<file path="src/rtl/dac_translator.sv">
// I2S transmitter: divides clk into BCLK/LRCLK and shifts one buffered stereo
// pair per 64-BCLK frame out on DIN, MSB first, one BCLK after the LRCLK edge.
module dac_translator #(
    parameter int unsigned SAMPLE_BITS = 18,
    parameter int unsigned CLK_DIV     = 4
) (
    input  logic                   clk,
    input  logic                   rst,
    input  logic                   sample_valid,
    input  logic [SAMPLE_BITS-1:0] sample_l,
    input  logic [SAMPLE_BITS-1:0] sample_r,
    output logic                   sample_ready,
    output logic                   BCLK,
    output logic                   LRCLK,
    output logic                   DIN,
    output logic                   underrun
);

    localparam int unsigned DIV_W   = $clog2(CLK_DIV);
    localparam int unsigned IDX_W   = $clog2(SAMPLE_BITS);
    localparam int unsigned FRAME_W = 6;

    localparam logic [DIV_W-1:0]   DIV_LAST  = DIV_W'(CLK_DIV - 1);
    localparam logic [DIV_W-1:0]   DIV_HALF  = DIV_W'(CLK_DIV / 2);
    localparam logic [FRAME_W-1:0] BIT_LAST  = FRAME_W'(63);
    localparam logic [4:0]         SLOT_LAST = 5'(SAMPLE_BITS);

    logic [DIV_W-1:0]       div_cnt_q,   div_cnt_d;
    logic [FRAME_W-1:0]     bit_cnt_q,   bit_cnt_d;
    logic                   bclk_q,      bclk_d;
    logic                   lrclk_q,     lrclk_d;
    logic                   din_q,       din_d;
    logic                   underrun_q,  underrun_d;
    logic                   next_full_q, next_full_d;
    logic [SAMPLE_BITS-1:0] next_l_q,    next_l_d;
    logic [SAMPLE_BITS-1:0] next_r_q,    next_r_d;
    logic [SAMPLE_BITS-1:0] frame_l_q,   frame_l_d;
    logic [SAMPLE_BITS-1:0] frame_r_q,   frame_r_d;

    logic                   fe;
    logic                   frame_load;
    logic                   xfer;
    logic [4:0]             slot;
    logic                   slot_active;
    logic [IDX_W-1:0]       bit_idx;
    logic [SAMPLE_BITS-1:0] word;

    // Divider, frame counter and serializer; everything serial moves on FE only.
    always_comb begin
        fe          = (div_cnt_q == DIV_LAST);
        div_cnt_d   = fe ? '0 : div_cnt_q + DIV_W'(1);
        bclk_d      = (div_cnt_d >= DIV_HALF);

        frame_load  = fe && (bit_cnt_q == BIT_LAST);
        bit_cnt_d   = fe ? bit_cnt_q + FRAME_W'(1) : bit_cnt_q;

        slot        = bit_cnt_d[4:0];
        slot_active = (slot != 5'd0) && (slot <= SLOT_LAST);
        word        = bit_cnt_d[5] ? frame_r_q : frame_l_q;
        bit_idx     = '0;
        if (slot_active) begin
            bit_idx = IDX_W'(SAMPLE_BITS - 32'(slot));
        end

        lrclk_d     = fe ? bit_cnt_d[5] : lrclk_q;
        din_d       = fe ? (slot_active & word[bit_idx]) : din_q;
    end

    // Shadow buffer and frame load; a transfer during an underrun load lands in
    // the shadow and plays one frame later.
    always_comb begin
        xfer        = sample_valid && !next_full_q;
        next_full_d = next_full_q;
        next_l_d    = next_l_q;
        next_r_d    = next_r_q;
        frame_l_d   = frame_l_q;
        frame_r_d   = frame_r_q;
        underrun_d  = 1'b0;

        if (frame_load) begin
            next_full_d = 1'b0;
            underrun_d  = !next_full_q;
            frame_l_d   = next_full_q ? next_l_q : '0;
            frame_r_d   = next_full_q ? next_r_q : '0;
        end
        if (xfer) begin
            next_full_d = 1'b1;
            next_l_d    = sample_l;
            next_r_d    = sample_r;
        end
    end

    always_ff @(posedge clk or posedge rst) begin
        if (rst) begin
            div_cnt_q   <= '0;
            bit_cnt_q   <= BIT_LAST;
            bclk_q      <= 1'b0;
            lrclk_q     <= 1'b1;
            din_q       <= 1'b0;
            underrun_q  <= 1'b0;
            next_full_q <= 1'b0;
            next_l_q    <= '0;
            next_r_q    <= '0;
            frame_l_q   <= '0;
            frame_r_q   <= '0;
        end else begin
            div_cnt_q   <= div_cnt_d;
            bit_cnt_q   <= bit_cnt_d;
            bclk_q      <= bclk_d;
            lrclk_q     <= lrclk_d;
            din_q       <= din_d;
            underrun_q  <= underrun_d;
            next_full_q <= next_full_d;
            next_l_q    <= next_l_d;
            next_r_q    <= next_r_d;
            frame_l_q   <= frame_l_d;
            frame_r_q   <= frame_r_d;
        end
    end

    assign sample_ready = ~next_full_q;
    assign BCLK         = bclk_q;
    assign LRCLK        = lrclk_q;
    assign DIN          = din_q;
    assign underrun     = underrun_q;

endmodule

</file>
<file path="config.mk">
export PLATFORM = sky130hd
export DESIGN_NAME = dac_translator
export DESIGN_NICKNAME = d
export VERILOG_FILES = /design/src/rtl/dac_translator.sv
export SDC_FILE = /design/constraint.sdc
export NUM_CORES = 1
export LEC_CHECK = 0
export BUFFER_PORTS_ARGS = -buffer_cell sky130_fd_sc_hd__buf_2
export CAP_MARGIN = 30
export CORE_MARGIN = 2
export CORE_UTILIZATION = 25
export CTS_BUF_LIST = sky130_fd_sc_hd__clkbuf_2 sky130_fd_sc_hd__clkbuf_4 sky130_fd_sc_hd__clkbuf_8
export CTS_CLUSTER_SIZE = 12
export DETAILED_ROUTE_END_ITERATION = 6
export GPL_TIMING_DRIVEN = 0
export PLACE_DENSITY_LB_ADDON = 0.2
export SYNTH_ARGS = -nofsm -noshare
export SYNTH_HDL_FRONTEND = slang
export SYNTH_SLANG_ARGS = --single-unit
</file>
<file path="constraint.sdc">
create_clock -name clk -period 9.9 [get_ports clk]
set_input_delay 0.99 -clock clk [delete_from_list [all_inputs] [get_ports clk]]
set_output_delay 0.99 -clock clk [all_outputs]
set_load 0.05 [all_outputs]
</file>
* Word level (Yosys, flattened, before mapping)
Index checks and enable logic that the tools add are counted.
** Word-level totals
- Output and inout bits :: 5
- Word-level logic and storage cells :: 38
- Register bits :: 85
** Cells by class
- Bitwise gates (word level) :: 2
- Order comparisons :: 3
- Reductions and logical operators :: 6
- Mux-type cells :: 11
- Add/subtract/negate cells :: 3
- Equality and inequality tests :: 2
** Operator list (number)
- $mux 18 :: 3
- $add 6x1->6 const B :: 1
- $eq 6x6->1 const B :: 1
- $lt 5x6->1 const B :: 1
- $mux 6 :: 1
- $bmux 1 s5 :: 1
- $le 5x5->1 const B :: 1
- $mux 5 :: 1
- $reduce_bool 5->1 :: 1
- $sub 5x5->5 const A :: 1
- $mux 1 :: 4
- $logic_and 1x1->1 :: 3
- $add 2x1->2 const B :: 1
- $eq 2x2->1 const B :: 1
- $ge 2x2->1 const B :: 1
- $mux 2 :: 1
- $reduce_bool 2->1 :: 1
- $and 1x1->1 :: 1
- $logic_not 1->1 :: 1
- $not 1->1 :: 1

* Logic depth before layout (Yosys ltp)
- Word-level depth :: 8
- Gate-level depth with buffers :: 14

* Worst setup path before layout
Ideal clock, no wire load.
- Kind :: reg2reg
- Start :: register BCLK (netlist name)
- End :: register din_q, in the netlist DIN
- Clock period less this slack :: 3.439 ns
- Cell stages (with the launch flop) :: 15
- Required time :: 9.766 ns
- Arrival :: 3.305 ns
- Setup slack :: 6.461 ns
- Path buffers :: 1
- Setup time :: 0.134 ns
- Cells stage by stage :: dfrtp_1 > ha_1 > buf_6 > xor2_1 > inv_1 > ha_1 > and4b_1 > o21bai_1 > o221ai_2 > a31oi_4 > nor2_4 > mux4_2 > a21oi_1 > o211a_1 > a211oi_2
** RTL lines
- end signal, assigned :: line 111 : din_q <= din_d;
- end, declared :: line 32 : logic din_q, din_d;

==> flow_metrics.py <==
metrics = {
    "layout": {
        "final_cell_mix": "nand2_1, dfrtp_1, buf_2",
        "nets": 443,
        "final_common_cell": "nand2_1",
        "drive_gt1_share_pct": 29.5,
        "fill_cells": 1556,
        "synthToLayoutAreaGrowth_pct": 18.0,
        "diodes": 0,
        "final_cells": 592,
        "final_util_pct": 30.0,
    },
    "grt": {
        "antenna_found_initial": 0,
        "grt_overflow_total": 0,
        "grt_pass1_vias": 2730,
        "grt_max_degree": 59,
        "grt_usage_pct": 11.6,
        "grt_pass1_wl_um": 14600,
    },
    "sta": {
        "worstMarginPinSlew_ns": 0.685,
        "slew_headroom_pct": 54.3,
        "rsz0062_at_grt": "no",
        "final.period_utilization_pct": 38.0,
        "whs_ns": 0.428,
        "fmax_ghz": 0.266,
        "finalSetupTns_ns": 0,
        "setup_violations": 0,
        "fin_crit_ns": 3.76,
        "setup_ws_ns": 6.14,
        "hold_violations": 0,
        "final_max_slew_viol_count": 0,
        "worst_clock_skew_ns": 0.00773,
    },
    "power": {
        "pwr-share-seq_pct": 54.4,
        "pwr-share-comb_pct": 13.0,
        "sw_frac_of_total_pct": 25.4,
        "power.internal_uw": 593,
        "p_per_area_nw_per_um2": 176,
        "clkPwrFrac_pct": 32.5,
        "leakagePower_nw": 2.01,
        "switchingPower_uw": 202,
        "ir_drop_uv": 69.4,
    },
    "synthesis": {
        "synthCells": 344,
        "synth_nets": 388,
        "yosys_register_bits": 84,
        "netlist-cell-type-count": 44,
        "avgSynthCellArea_um2": 11.1,
        "synth_sequential_area_ratio_pct": 55.3,
        "ys_warn_count": 0,
        "syn-cell-area_um2": 3820,
    },
    "outcome": {
        "status": "completed",
    },
    "setup_path": {
        "timing.rr.end": "DIN$_DFFE_PP0P_",
        "criticalPathCategory": "flip-flop to flip-flop",
        "timing.critical_path.slowest_stage_cell": "mux4_2",
        "critPathMostFrequentCell": "ha_1",
        "path_cells": "ha_1 > buf_6 > xor2_1 > inv_1 > ha_1 > and4b_1 > o21bai_1 > o221ai_2 > a31oi_4 > nor2_4 > mux4_2 > a21oi_1 > o211a_1 > a211oi_2",
        "ff2ff_setup_slack_ns": 6.14,
        "path_max_fanout": 10,
        "reg2reg_depth": 14,
        "endpoint_kind": "flip-flop",
        "critical_path_arrival_ns": 4.01,
        "startpoint_type": "flip-flop",
        "timing.rr.start": "BCLK$_DFF_PP0_",
        "required_ns": 10.15,
        "slowest_delay_ns": 0.58,
    },
    "worst_hold_path": {
        "holdPathEnd": "div_cnt_q[0]$_DFF_PP0_",
        "min_path_type": "flip-flop to flip-flop",
        "hold_start": "div_cnt_q[0]$_DFF_PP0_",
        "whs_path_depth": 1,
    },
    "routing": {
        "firstDrtPassIters": 4,
        "drcViolationCount": 0,
        "wl_per_cell_um": 15.2,
        "drt-initial-drc-count": 136,
        "drt_wl_total_um": 8990,
        "vias": 2681,
        "antenna_left": 0,
        "vias_per_cell": 4.53,
    },
    "clock_network": {
        "htree_levels": 3,
        "cts_tree": "done",
        "cts_setup_buffers": 0,
        "clk_latency_ns": 0.37,
        "clk_pin_slew_worst_paths_ns": 0.09,
        "holdBufCountCts": 0,
        "cts_made_buffers": 9,
        "clk_path_buf_depth": 2,
        "post_cts_resized": 0,
        "root_buffer": "clkbuf_8",
        "clock_sinks": 84,
    },
    "placement": {
        "placedCellCount": 576,
        "hpwl_um": 6550,
        "io_buffers": 43,
        "post-place-ws_ns": 6.19,
        "place_congestion": 0.792,
    },
    "floorplan": {
        "initial_core_util_pct": 25.4,
        "die_y_um": 128,
        "io_pins": 44,
        "dieArea_um2": 16300,
        "rows": 45,
        "coreArea_um2": 15000,
        "fp.dieW_um": 128,
    },
    "flow_run": {
        "cap_violations": 0,
    },
}
==> cells by family after synthesis <==
| logic type | count (synthesis) | synth area share [%] |
|---|---|---|
| AOI/OAI and AO/OA | 61 | 10.2 |
| xor gates and xnor gates | 8 | 2.03 |
| adders and majority gates | 5 | 1.64 |
| buffers and inverters | 27 | 2.98 |
| DFF | 84 | 55.3 |
| muxes | 49 | 15.5 |
| and+or+nand+nor | 110 | 12.3 |
==> final cells by class <==
cell class	instances	area [um2]	share of cell area (%)
sequential	84	2110	46.9
multi-input combinational	233	1590	35.3
timing repair buffer	44	243	5.39
tap	188	235	5.22
clock buffer	12	159	3.53
buffer	19	83.8	1.86
clock inverter	4	47.5	1.06
inverter	8	32.5	0.722
==> cell usage after synthesis (all sizes together) <==
cell / number / share of area [%]
a2111oi: 1 / 0.39
a211oi: 1 / 0.33
a21o: 1 / 0.20
a21oi: 6 / 0.79
a221oi: 1 / 0.23
a22o: 1 / 0.26
a31oi: 2 / 0.72
a32o: 1 / 0.26
a32oi: 2 / 0.46
and3: 2 / 0.33
and4: 1 / 0.23
and4b: 1 / 0.26
buf: 3 / 0.62
clkbuf: 16 / 1.6
clkinv: 1 / 0.098
dfrtp: 77 / 50
dfstp: 7 / 4.8
ha: 5 / 1.6
inv: 7 / 0.69
mux2: 38 / 11
mux2i: 7 / 1.8
mux4: 4 / 2.5
nand2: 82 / 8.1
nand2b: 2 / 0.33
nand3: 4 / 0.52
nand4: 4 / 0.66
nor2: 9 / 1.1
nor2b: 4 / 0.66
o2111a: 1 / 0.30
o211a: 1 / 0.26
o21a: 1 / 0.20
o21ai: 40 / 5.2
o21bai: 1 / 0.20
o221ai: 1 / 0.39
or3: 1 / 0.16
xnor2: 4 / 1.1
xor2: 4 / 0.92
==> through the flow <==
step                      area, um2  total power [mW]
after global routing           4500             0.843
after global placement         4270             0.542
after detailed placement       4300             0.547
after floorplan                3820             0.509
final                          4500             0.795
after CTS                      4500             0.808
==> power groups by stage <==
| stage | combinational (mW) | clock, mW | sequential [mW] |
|---|---|---|---|
| 2_1_floorplan | 0.0818 | 0 | 0.427 |
| 3_3_place_gp | 0.102 | 0 | 0.439 |
| 3_5_place_dp | 0.106 | 0 | 0.441 |
| 4_1_cts | 0.106 | 0.267 | 0.434 |
| 5_1_grt | 0.118 | 0.283 | 0.442 |
| 6_report | 0.104 | 0.259 | 0.433 |
==> worst max-delay path: cells and delay by family, from the launching register on <==
family	cells	cell delay, ns
AO/OA/AOI/OAI	6	0.64
AND/OR/NAND/NOR	2	0.63
multiplexers	1	0.58
adder cells (fa/ha/maj)	2	0.56
buffers and inverters	2	0.43
XOR/XNOR	1	0.42
flip-flops	1	0.39
==> worst max-delay path by stage <==
stage	startpoint	cells past startpoint	endpoint	slack (ns)
2_1_floorplan	BCLK$_DFF_PP0_	14	DIN$_DFFE_PP0P_	6.46
3_3_place_gp	rst	2	next_r_q[11]$_DFFE_PP0P_	5.63
3_5_place_dp	BCLK$_DFF_PP0_	14	DIN$_DFFE_PP0P_	6.19
4_1_cts	BCLK$_DFF_PP0_	14	DIN$_DFFE_PP0P_	6.16
5_1_grt	BCLK$_DFF_PP0_	14	DIN$_DFFE_PP0P_	5.95
6_report	BCLK$_DFF_PP0_	14	DIN$_DFFE_PP0P_	6.14
==> registers in the layout, indices dropped and copies added (netlist names), 6 cells and up <==
signal,flops
bit_cnt_q,6
next_l_q,18
frame_r_q,18
frame_l_q,18
next_r_q,18
==> layer usage <==
metal / vias to the layer above / global-route usage [%] / routed length (um)
li1: 1291 / - / -
met4: 0 / 4.85 / 173
met5: - / 0 / 0
met1: 1335 / 15.5 / 4250
met2: 42 / 18.6 / 4320
met3: 13 / 1.93 / 252
Power figures use the tool's default switching activity.
